## src/rtl/ysyx_23060075_mem_arbiter.sv

```systemverilog
// Two-to-one round-robin arbiter that shares one memory port between IFU and LSU.
// It keeps one transaction outstanding and aborts it with a watchdog if no response arrives.
module ysyx_23060075_mem_arbiter #(
  parameter int ADDR_WIDTH     = 32,
  parameter int DATA_WIDTH     = 32,
  parameter int MASK_WIDTH     = DATA_WIDTH / 8,
  parameter int TIMEOUT_CYCLES = 255
) (
  input  logic                  clk,
  input  logic                  rst,
  input  logic                  ifu_req_valid,
  output logic                  ifu_req_ready,
  input  logic [ADDR_WIDTH-1:0] ifu_addr,
  output logic                  ifu_resp_valid,
  output logic [DATA_WIDTH-1:0] ifu_rdata,
  input  logic                  lsu_req_valid,
  output logic                  lsu_req_ready,
  input  logic [ADDR_WIDTH-1:0] lsu_addr,
  input  logic                  lsu_wen,
  input  logic [DATA_WIDTH-1:0] lsu_wdata,
  input  logic [MASK_WIDTH-1:0] lsu_wmask,
  output logic                  lsu_resp_valid,
  output logic [DATA_WIDTH-1:0] lsu_rdata,
  output logic                  mem_req_valid,
  input  logic                  mem_req_ready,
  output logic [ADDR_WIDTH-1:0] mem_addr,
  output logic                  mem_wen,
  output logic [DATA_WIDTH-1:0] mem_wdata,
  output logic [MASK_WIDTH-1:0] mem_wmask,
  input  logic                  mem_resp_valid,
  input  logic [DATA_WIDTH-1:0] mem_rdata,
  output logic                  timeout_err
);

  localparam int CNT_W = $clog2(TIMEOUT_CYCLES + 1);
  localparam logic [CNT_W-1:0] CNT_LAST = CNT_W'(TIMEOUT_CYCLES - 1);
  localparam logic OWN_IFU = 1'b0;
  localparam logic OWN_LSU = 1'b1;

  typedef enum logic [1:0] {S_IDLE, S_REQ, S_WAIT} state_t;

  state_t                state_q, state_d;
  logic                  owner_q, owner_d;
  logic                  last_grant_q, last_grant_d;
  logic [ADDR_WIDTH-1:0] addr_q, addr_d;
  logic                  wen_q, wen_d;
  logic [DATA_WIDTH-1:0] wdata_q, wdata_d;
  logic [MASK_WIDTH-1:0] wmask_q, wmask_d;
  logic [CNT_W-1:0]      cnt_q, cnt_d;
  logic                  timeout_q, timeout_d;
  logic                  abort;
  logic                  ifu_win, lsu_win;

  // On a tie, the requester that was not granted last wins.
  assign lsu_win = lsu_req_valid && (!ifu_req_valid || (last_grant_q == OWN_IFU));
  assign ifu_win = ifu_req_valid && (!lsu_req_valid || (last_grant_q == OWN_LSU));

  always_comb begin
    state_d        = state_q;
    owner_d        = owner_q;
    last_grant_d   = last_grant_q;
    addr_d         = addr_q;
    wen_d          = wen_q;
    wdata_d        = wdata_q;
    wmask_d        = wmask_q;
    cnt_d          = cnt_q;
    timeout_d      = timeout_q;
    abort          = 1'b0;
    ifu_req_ready  = 1'b0;
    lsu_req_ready  = 1'b0;
    ifu_resp_valid = 1'b0;
    lsu_resp_valid = 1'b0;
    ifu_rdata      = '0;
    lsu_rdata      = '0;
    unique case (state_q)
      S_IDLE: begin
        if (!rst && lsu_win) begin
          lsu_req_ready = 1'b1;
          owner_d       = OWN_LSU;
          last_grant_d  = OWN_LSU;
          addr_d        = lsu_addr;
          wen_d         = lsu_wen;
          wdata_d       = lsu_wdata;
          wmask_d       = lsu_wmask;
          state_d       = S_REQ;
        end else if (!rst && ifu_win) begin
          ifu_req_ready = 1'b1;
          owner_d       = OWN_IFU;
          last_grant_d  = OWN_IFU;
          addr_d        = ifu_addr;
          wen_d         = 1'b0;
          wdata_d       = '0;
          wmask_d       = '0;
          state_d       = S_REQ;
        end
      end
      S_REQ: begin
        if (mem_req_ready) begin
          cnt_d   = '0;
          state_d = S_WAIT;
        end
      end
      S_WAIT: begin
        // A response in the final watchdog cycle wins over the abort.
        if (!rst && mem_resp_valid) begin
          if (owner_q == OWN_LSU) begin
            lsu_resp_valid = 1'b1;
            lsu_rdata      = wen_q ? '0 : mem_rdata;
          end else begin
            ifu_resp_valid = 1'b1;
            ifu_rdata      = mem_rdata;
          end
          state_d = S_IDLE;
        end else if (!rst && (cnt_q == CNT_LAST)) begin
          abort          = 1'b1;
          timeout_d      = 1'b1;
          lsu_resp_valid = (owner_q == OWN_LSU);
          ifu_resp_valid = (owner_q == OWN_IFU);
          state_d        = S_IDLE;
        end else begin
          cnt_d = cnt_q + CNT_W'(1);
        end
      end
      default: state_d = S_IDLE;
    endcase
  end

  always_ff @(posedge clk) begin
    if (rst) begin
      state_q      <= S_IDLE;
      owner_q      <= OWN_IFU;
      last_grant_q <= OWN_IFU;
      addr_q       <= '0;
      wen_q        <= 1'b0;
      wdata_q      <= '0;
      wmask_q      <= '0;
      cnt_q        <= '0;
      timeout_q    <= 1'b0;
    end else begin
      state_q      <= state_d;
      owner_q      <= owner_d;
      last_grant_q <= last_grant_d;
      addr_q       <= addr_d;
      wen_q        <= wen_d;
      wdata_q      <= wdata_d;
      wmask_q      <= wmask_d;
      cnt_q        <= cnt_d;
      timeout_q    <= timeout_d;
    end
  end

  assign mem_req_valid = (state_q == S_REQ);
  assign mem_addr      = addr_q;
  assign mem_wen       = wen_q;
  assign mem_wdata     = wdata_q;
  assign mem_wmask     = wmask_q;
  assign timeout_err   = timeout_q | abort;

endmodule

```

## config.mk

```make
export PLATFORM = sky130hd
export DESIGN_NAME = ysyx_23060075_mem_arbiter
export DESIGN_NICKNAME = d
export VERILOG_FILES = /design/src/rtl/ysyx_23060075_mem_arbiter.sv
export SDC_FILE = /design/constraint.sdc
export NUM_CORES = 1
export LEC_CHECK = 0
export BUFFER_PORTS_ARGS = -buffer_cell sky130_fd_sc_hd__buf_4
export CORE_AREA = 2 2 109 111
export CTS_CLUSTER_SIZE = 16
export DETAILED_ROUTE_END_ITERATION = 6
export DIE_AREA = 0 0 111 113
export MAX_ROUTING_LAYER = met4
export PLACE_DENSITY = 0.71
export SETUP_SLACK_MARGIN = 0.4
export SLEW_MARGIN = 10
export SYNTH_ARGS = -nofsm -noshare
export SYNTH_HDL_FRONTEND = slang
export SYNTH_SLANG_ARGS = --single-unit
```

## constraint.sdc

```tcl
create_clock -name clk -period 1.7 [get_ports clk]
set_input_delay 0.17 -clock clk [delete_from_list [all_inputs] [get_ports clk]]
set_output_delay 0.17 -clock clk [all_outputs]
set_load 0.01 [all_outputs]
```

After elaboration in Yosys (flattened, before gate mapping)

Cells that the tools add are included.

Register bits: 81
Bits of input ports: 139
Output and inout bits: 139
Word-level logic and storage cells: 80

Add/sub/neg operators: 1
Equal/unequal tests: 8
Multiplexer cells: 42
Bitwise operators: 3
Reduce and logical (&&, ||, !) cells: 18

Operators with widths:

| cell                                                                    | number |
|---|---|
| 32-bit two-way mux                                                      | 11 |
| 8-bit two-way mux                                                       | 3 |
| 1-bit two-way mux                                                       | 19 |
| 8-bit one-hot mux with 2 select lines                                   | 1 |
| 2-bit two-way mux                                                       | 5 |
| 8-bit by 1-bit adder with 8-bit output, second input constant           | 1 |
| 8-bit equality test, second input constant                              | 1 |
| 4-bit two-way mux                                                       | 2 |
| 1-bit logical AND                                                       | 6 |
| 3-bit inequality test, second input constant                            | 2 |
| 2-bit one-hot mux with 3 select lines                                   | 1 |
| 3-bit AND reduction                                                     | 2 |
| 2-bit inequality test, second input constant                            | 2 |
| 4-bit AND reduction                                                     | 1 |
| 2-bit nonzero test                                                      | 2 |
| 1-bit logical NOT                                                       | 3 |
| 2-bit by 1-bit equality test with 1-bit output, second input constant   | 1 |
| 2-bit equality test, second input constant                              | 1 |
| 2-bit logical NOT                                                       | 1 |
| 1-bit logical OR                                                        | 2 |
| 2-bit by 1-bit inequality test with 1-bit output, second input constant | 1 |
| 1-bit NOT                                                               | 2 |
| 2-bit AND reduction                                                     | 1 |
| 1-bit bitwise OR                                                        | 1 |

Logic depth before layout (Yosys ltp)

Gate-level depths: netlist of run 1.

Word-level depth: 7
Depth in mapped cells: 7
Gate-level depth less buffers: 6

Least setup slack after synthesis of run 1

Ideal clock, no wire load.

Path kind: reg-to-output
From: register, netlist name last_grant_q
To: output port lsu_rdata[10]
Data arrival time: 1.259 ns
Required time: 1.530 ns
Slack: 0.271 ns
Stages on the path, launching flop included: 5
Buffers on the path: 1
Cell sequence: dfxtp_1 > inv_1 > nor4b_2 > clkbuf_1 > and3_1

RTL lines:

| element          | RTL line | source |
|---|---|---|
| end: declaration | 23       | `output logic [DATA_WIDTH-1:0] lsu_rdata,` |

Worst setup path in the final report of run 1

From: register state_q[1]
To: output port lsu_rdata[25]

Word-level cells in the longest chain between the ends: 2

Ends and longest elaborated chain:

| element                  | RTL line | source |
|---|---|---|
| start: declaration       | 42       | `state_t state_q, state_d;` |
| start signal: assignment | 140      | `state_q <= state_d;` |
| 2-bit equality test      | 75       | `unique case (state_q)` |
| 32-bit two-way mux       | 75       |  |

Every way passes these cells.

==> results.ini, run 1 <==
[synth]
synth_cell_types=41
syn_nets=568
yosys.area.top_type=dfxtp_1
seq_area_frac_synth_pct=42.4
synthTopCellsByCount=81 x dfxtp_1, 76 x nor2_1, 68 x and3_1, 38 x a22oi_1
ys_warn_count=0
synth_edf_count=0
syn-instance-count=427
synth-seq-cells=81
synth_area_per_cell_um2=8.97
synth_top_area_share_pct=42.4
synth.area.top_cells=dfxtp_1 42%, and3_1 11%, mux2i_1 8.4%, a22oi_1 7.5%, nor2_1 7.5%
ys_async_sr_fraction_pct=0
synth_area_mm2=0.00383
synth-main-ff-cell=dfxtp_1
synth.most_common_cell=dfxtp_1

[route]
wl_met3_um=1110
ant_nets=0
drc_errors=0
route.met2.wl_um=8830
top_layer=met4
dr.pass1.iters=4
drt-vias-per-instance=5.19
finalWirelength_um=15900
wl_per_cell_um=18.2
met1Wirelength_um=5450
vias=4537
first_iter_violations=262

[run_status]
violations=setup timing
status=finished, violations left

[timing]
period_share_pct=101
worst_slew_pin_slew_ps=499
tns_ps=-17.8
skew_ps=6.62
max-slew-margin-rel_pct=66.7
min_period_ps=1710
setup_ws_ps=-9.63
slew_violations=0
rsz0062_at_grt=yes
setup_viol=2
hold_viol=0
hold_ws_ps=82.8
clock.fmax_ghz=0.585

[place]
dp_hpwl_um=10300
port_buffers=277
dp_slack_ps=18.4
dpl_cell_area_mm2=0.00604
gp_congestion=0.922
dp.cells=819

[critical_path]
reg2reg_depth=7
crit_slowest_cell=dfxtp_4
regToRegEndpoint=cnt_q[5]$_SDFFE_PP0P_
worst-path-buf-inv=4
crit_path_max_incr_delay_ps=360
r2r-start=cnt_q[4]$_SDFFE_PP0P_
crit_arrival_ps=1540
critical_path.max_fanout=8
critical-path-top-delay-family=buffers and inverters
critPathCaptureType=primary output
start_kind=register
critPathKind=reg2out
reg2reg_slack_ps=120
path_cells=nor2b_4, buf_6, buf_12, buf_16, and3_1, buf_4
cp.required_ps=1530

[pwr]
vdd_drop_max_uv=528
power_frac_seq_pct=39.1
netSwitchingPower_mw=1.36
intPower_mw=3.97
leakage_nw=3.49
clkPwrFrac_pct=38.0
pwr_density_cell_mw_per_mm2=717
swShare_pct=25.5
p_total_mw=5.32
combPwrFrac_pct=23.0

[floorplanning]
rows=39
fp.dieH_um=113
initial_core_util_pct=34.0
ioPinCount=278
die-area_mm2=0.0125
core_mm2=0.0113
fp.dieW_um=111

[final_layout]
multi_input_area_mm2=0.00234
fill_cells=877
diodes=0
fin_cells=874
design_area_mm2=0.00742
fin_nets=867
register_area_mm2=0.00165
finish.utilization_pct=65.9
drive_gt1_share_pct=58.3
syn_to_final_growth_pct=93.9

[worst_hold_path]
hold_end=mem_wdata[22]$_SDFFE_PP0P_
holdCritStartpoint=lsu_wdata[22]
hp-class=in2reg
hold_depth=3

[clocking]
hold_buffers=0
cts_buffer_depth=2
cts-buffers-inserted=9
cts_tree=yes
htreeDepth=3
clock_latency_ps=330
clk_pin_slew_worst_paths_ps=60
clock-root-buffer=clkbuf_16
clock-sinks=81

[global_routing]
grt_pass1_wl_um=22900
grt_pass1_vias=4491
antenna_found_initial=0
grt_use_total_pct=23.5
overflow=0
grt_max_degree=50

[run]
drv_cap=0

## area by class of cell
class	count	share of cell area [%]
multi-input combinational	304	31.5
timing repair buffer	327	39.5
tap	143	2.41
sequential	81	22.2
inverter	3	0.219
clock buffer	11	3.14
clock inverter	5	1.08
## repair_timing
action                     4_1_cts  5_1_grt
cloned                          10        4
setup buffers                   17        8
resized for setup               56       82
pin swaps                       29       45
setup endpoints to repair      146      148
## cell families after synthesis
| family | count (synthesis) | share of synthesized area (%) |
|---|---|---|
| adders and majority gates | 2 | 0.653 |
| buffers and inverters | 44 | 6.73 |
| AOI/OAI and AO/OA | 92 | 17.7 |
| muxes | 32 | 8.37 |
| xor gates and xnor gates | 1 | 0.229 |
| and+or+nand+nor | 175 | 24.0 |
| DFF | 81 | 42.4 |
## worst reg2reg max path: stages (launching register included)
cell and delay [ps]:
dfxtp_4 370, nand4_1 190, buf_4 200, buf_6 120, o21ai_4 270, buf_6 150
o211ai_1 90, o31ai_1 100
## registers in the layout (all words and copies together), names as in the netlist
name,count
mem_addr,32
mem_wdata,32
cnt_q,8
mem_wmask,4
state_q,2
last_grant_q,1
mem_wen,1
timeout_q,1
## cell usage in the layout (no fill, tap or decap), types with 3 or more instances in the layout
master	instances
buf_16	6
dfxtp_4	7
buf_12	7
o211ai_1	3
nand3_1	5
nand2_1	5
mux2i_4	3
a21o_1	3
a21oi_1	3
dfxtp_1	72
and3_4	29
a211oi_2	6
buf_4	266
mux2i_2	7
clkbuf_16	12
a211oi_1	26
mux2i_1	22
and3_1	39
a22oi_1	38
nor2_1	72
nor2_2	4
buf_6	42
## routing by layer
metal,vias to the layer above,global-route usage [%]
met3,33,6.00
met1,2127,23.3
met2,217,44.0
met5,-,-
li1,2160,-
met4,0,9.50
## power groups by stage
stage	combinational, mW	sequential, mW	clock (mW)
global route	1.31	2.09	2.17
detailed placement	0.995	2.13	0
floorplan	0.410	2.17	0
finish	1.22	2.08	2.02
CTS	1.14	2.08	2.07
global placement	0.976	2.12	0
## how the worst max path moves through the flow
| stage | from | end | slack, ps | cells after the start |
|---|---|---|---|---|
| 4_1_cts | state_q[1]$_SDFFE_PP0P_ | ifu_rdata[16] | 0.4 | 6 |
| 3_5_place_dp | rst | ifu_rdata[16] | 20 | 5 |
| 2_1_floorplan | cnt_q[1]$_SDFFE_PP0P_ | ifu_resp_valid | 400 | 5 |
| 3_3_place_gp | cnt_q[1]$_SDFFE_PP0P_ | ifu_resp_valid | 80 | 6 |
| 5_1_grt | last_grant_q$_SDFFE_PP0P_ | lsu_rdata[7] | -80 | 5 |
| 6_report | state_q[1]$_SDFFE_PP0P_ | lsu_rdata[25] | -10 | 6 |
(Power assumes the default switching activity.)
==> run 2, diff against run 1 <==
--- a/config.mk
+++ b/config.mk
@@ -13,4 +13,5 @@
 export MAX_ROUTING_LAYER = met4
 export PLACE_DENSITY = 0.71
+export REMOVE_ABC_BUFFERS = 1
 export SETUP_SLACK_MARGIN = 0.4
 export SLEW_MARGIN = 10
==> constraint.sdc (replaced) <==
create_clock -name clk -period 1.7 [get_ports clk]
set_input_delay 0.255 -clock clk [delete_from_list [all_inputs] [get_ports clk]]
set_output_delay 0.255 -clock clk [all_outputs]
set_load 0.01 [all_outputs]
==> run 2 against run 1 <==
Effect of this change: the run still ends with setup timing left; hold slack better by 76 ps; non-clock buffer count is 65 higher; critical endpoint is now lsu_rdata[31]; highest routed layer unchanged; via count rose by 11%; combinational power up 43%.
==> results.ini, run 2 (synthesized netlist as in run 1, its figures left out) <==
[place]
dpl_cell_area_mm2=0.00608
port_buffers=277
gp_congestion=0.860
dp_slack_ps=87.5
dp_hpwl_um=10600
dp.cells=828

[route]
drt-vias-per-instance=5.38
ant_nets=0
dr.pass1.iters=6
vias=5045
drc_errors=0
wl_per_cell_um=21.3
finalWirelength_um=19900
first_iter_violations=289

[pwr]
pwr_density_cell_mw_per_mm2=667
leakage_nw=3.97
vdd_drop_max_uv=446
p_total_mw=6.00

[final_layout]
finish.utilization_pct=79.7
layout_commonest_cell=buf_4
fill_cells=632
final_cell_mix=249 x buf_4, 101 x buf_6, 70 x dfxtp_1
design_area_mm2=0.00899
drive_gt1_share_pct=73.7
diodes=0
fin_nets=930
fin_cells=937
syn_to_final_growth_pct=135

[timing]
worst_slew_pin_slew_ps=523
hold_viol=0
skew_ps=6.92
max-slew-margin-rel_pct=65.2
rsz0062_at_grt=yes
tns_ps=-8040
hold_ws_ps=158
slew_violations=0
min_period_ps=1870
setup_viol=97
period_share_pct=110
clock.fmax_ghz=0.535
setup_ws_ps=-168

[critical_path]
critPathKind=reg2out
start_kind=register
critical_path.max_fanout=8
cp.required_ps=1440
path_cells=inv_4, nor4b_4, buf_6, buf_6, and3_1, buf_4
critical-path-top-delay-family=buffers and inverters
crit_slowest_cell=dfxtp_2
crit_path_max_incr_delay_ps=350
crit_path_frequent_cell=buf_6
worst-path-buf-inv=4
crit_cells=6
critPathCaptureType=primary output
reg2reg_depth=9
crit_arrival_ps=1610

[floorplanning]
ioPinCount=278
initial_core_util_pct=34.0
fp.dieW_um=111
rows=39
fp.dieH_um=113
die-area_mm2=0.0125
core_mm2=0.0113

[worst_hold_path]
hp-class=in2reg
hold_depth=3

[clocking]
clock-sinks=81
htreeDepth=3
clock-root-buffer=clkbuf_16
hold_buffers=0
cts-buffers-inserted=9
clock_latency_ps=340
cts_buffer_depth=2
cts_tree=yes
clk_pin_slew_worst_paths_ps=60

[global_routing]
antenna_found_initial=0
grt_pass1_vias=4814
grt_use_total_pct=26.5
grt_max_degree=46
overflow=0
grt_pass1_wl_um=25400

[run_status]
violations=setup timing
status=finished, violations left

[run]
drv_cap=0

## run 2: changes by cell type in the layout (fill, tap and decap cells not counted), sizes merged
| cell | delta |
|---|---|
| and3 | -2 |
| clkinvlp | -2 |
| buf | +61 |
| inv | +1 |
| bufbuf | -2 |
| clkbuf | +7 |
## run 2: routing by layer
layer | GRT usage, % | wire length [µm] | part of all wire, % | vias to the layer above
met1 | 26.3 | 7190 | 36 | 2456
met4 | 8.92 | 584 | 2.9 | 0
met3 | 4.87 | 1040 | 5.2 | 50
met5 | - | 0 | 0 | -
li1 | - | - | - | 2279
met2 | 51.7 | 11100 | 56 | 260
## run 2: final timing paths
path / from / endpoint / slack [ps]
worst min-delay path: lsu_wdata[10] / mem_wdata[10]$_SDFFE_PP0P_ / 160
worst max register to register: state_q[1]$_SDFFE_PP0P_ / cnt_q[6]$_SDFFE_PP0P_ / -80
worst min register to register: cnt_q[5]$_SDFFE_PP0P_ / cnt_q[5]$_SDFFE_PP0P_ / 480
worst max-delay path: last_grant_q$_SDFFE_PP0P_ / lsu_rdata[31] / -170
## run 2: area by class of cell
class	count	area, µm²	share of cell area, %
flip-flops and latches	81	1650	18.4
well taps	143	179	1.99
inverters	3	13.8	0.153
clock buffers	12	256	2.85
multi-input cells	302	2850	31.7
clock inverters	4	73.8	0.821
repair buffers	392	3960	44.1
## run 2: report_power, final
| part | internal (mW) | switching [mW] | leakage, nW |
|---|---|---|---|
| sequential | 2.01 | 0.0888 | 0.670 |
| combinational | 1.00 | 0.751 | 3.13 |
| clock | 1.37 | 0.774 | 0.163 |
| total | 4.38 | 1.61 | 3.97 |
## run 2: timing repair
item,4_1_cts,5_1_grt
gates cloned,17,12
setup buffers,36,28
setup endpoints to repair,148,151
gates resized for setup,152,183
pin swaps,49,89
## run 2: worst min-delay path, cell delays in order
cell     delay, ps
buf_4           80
a22oi_2         60
nor2_1          70
==> run 3, diff against run 2 <==
TNS_END_PERCENT = 5   (was unset)
==> run 3 against run 2 <==
Effect of this change: the run still ends with setup timing left; wire length fell by 28%; non-clock buffer count is 86 lower; largest cell class unchanged; via count fell by 13%; critical path depth is 1 lower; first-iteration DRC count shrank 13%; core utilization fell by 18 points; register-to-register slack better by 260 ps; fmax is 3.2% higher; sequential share of layout area rose by 5.5 points; count of clock-buffer cells in the layout stayed put; highest routed layer unchanged.
==> results.ini, run 3 (synthesized netlist as in run 1, its figures left out) <==
[run_status]
status=finished, violations left
violations=setup timing

[clocking]
clock-sinks=81
clock_latency_ps=330
hold_buffers=0
clock-root-buffer=clkbuf_16
cts_tree=yes
cts-buffers-inserted=9
htreeDepth=3
clk_pin_slew_worst_paths_ps=60
cts_buffer_depth=2

[timing]
period_share_pct=106
hold_viol=0
clock.fmax_ghz=0.553
worst_slew_pin_slew_ps=471
rsz0062_at_grt=yes
max-slew-margin-rel_pct=68.6
setup_ws_ps=-110
setup_viol=36
slew_violations=0
skew_ps=6.66
min_period_ps=1810

[critical_path]
crit_arrival_ps=1550
critical_path.max_fanout=8
critPathCaptureType=primary output
cp.required_ps=1440
critPathKind=reg2out
start_kind=register

[final_layout]
syn_to_final_growth_pct=81.1
design_area_mm2=0.00693
layout_commonest_cell=buf_4
fin_cells=852
drive_gt1_share_pct=54.8
fin_nets=844
final_cell_mix=273 x buf_4, 73 x nor2_1, 71 x dfxtp_1

[place]
dpl_cell_area_mm2=0.00608
dp.cells=828
dp_slack_ps=87.5
port_buffers=277
gp_congestion=0.860
dp_hpwl_um=10600

[floorplanning]
core_mm2=0.0113
initial_core_util_pct=34.0
ioPinCount=278
rows=39
die-area_mm2=0.0125
fp.dieH_um=113
fp.dieW_um=111

[pwr]
p_total_mw=5.30
vdd_drop_max_uv=423
pwr_density_cell_mw_per_mm2=764
leakage_nw=3.32

[global_routing]
grt_pass1_vias=4097
antenna_found_initial=1
overflow=0
grt_pass1_wl_um=20800
grt_max_degree=65
grt_use_total_pct=21.4

[route]
wl_per_cell_um=16.9
drt-vias-per-instance=5.13
first_iter_violations=250
ant_nets=0
finalWirelength_um=14400
vias=4372
dr.pass1.iters=5
drc_errors=0

[run]
drv_cap=0

[worst_hold_path]
hp-class=in2reg

==> run 3: cell types whose count changed in the layout (fill, tap and decap cells not counted), sizes merged <==
cell,change
diode,+1
clkbuf,-7
buf,-79
==> run 3: final timing paths <==
path	start	end	slack [ps]	depth (start not counted)
hold / removal	lsu_wdata[13]	mem_wdata[13]$_SDFFE_PP0P_	170	3
setup reg to reg	last_grant_q$_SDFFE_PP0P_	mem_addr[14]$_SDFFE_PP0P_	180	6
setup / recovery	mem_wen$_SDFFE_PP0P_	lsu_rdata[17]	-110	5
hold reg to reg	timeout_q$_SDFFE_PP0P_	timeout_q$_SDFFE_PP0P_	470	2
==> run 3: through the flow <==
stage               hold WS, ps  utilization [%]  setup TNS (ps)
CTS                         159             58.3           -3500
floorplan                   324                -          -67460
finish                      166             61.5           -2720
global route                166             61.5           -5670
global placement            471             53.9               0
detailed placement          472             53.9               0
==> run 3: cell type report <==
| type | instances | area (µm²) |
|---|---|---|
| clock inverters | 4 | 73.8 |
| fillers | 942 | 4340 |
| clock buffers | 12 | 256 |
| multi-input cells | 302 | 2240 |
| diodes | 1 | 2.50 |
| inverters | 3 | 11.3 |
| well taps | 143 | 179 |
| flip-flops and latches | 81 | 1650 |
| repair buffers | 306 | 2520 |
==> run 3: worst max-delay path, cell delays in order (launching register included) <==
cell	delay, ps
dfxtp_4	360
nor4b_4	260
buf_6	170
clkbuf_16	160
and3_4	180
buf_6	100
==> run 3: metal layers <==
metal / GRT usage (%) / vias to the layer above / share of wire [%]
li1: - / 2103 / -
met1: 22.5 / 2017 / 37
met2: 37.8 / 219 / 52
met3: 5.41 / 33 / 6.9
met4: 10.4 / 0 / 4.0
met5: - / - / 0
==> run 3: timing repair <==
| action | 4_1_cts | 5_1_grt |
|---|---|---|
| setup buffers | 1 | 2 |
| setup endpoints to repair | 148 | 147 |
| pin swaps | 26 | 28 |
| cloned | 0 | 4 |
| gates resized for setup | 44 | 61 |
==> run 3: power by group <==
part / switching (mW) / total [mW] / internal (mW)
clock: 0.750 / 2.12 / 1.37
sequential: 0.0726 / 2.08 / 2.01
combinational: 0.499 / 1.10 / 0.600
total: 1.32 / 5.30 / 3.98
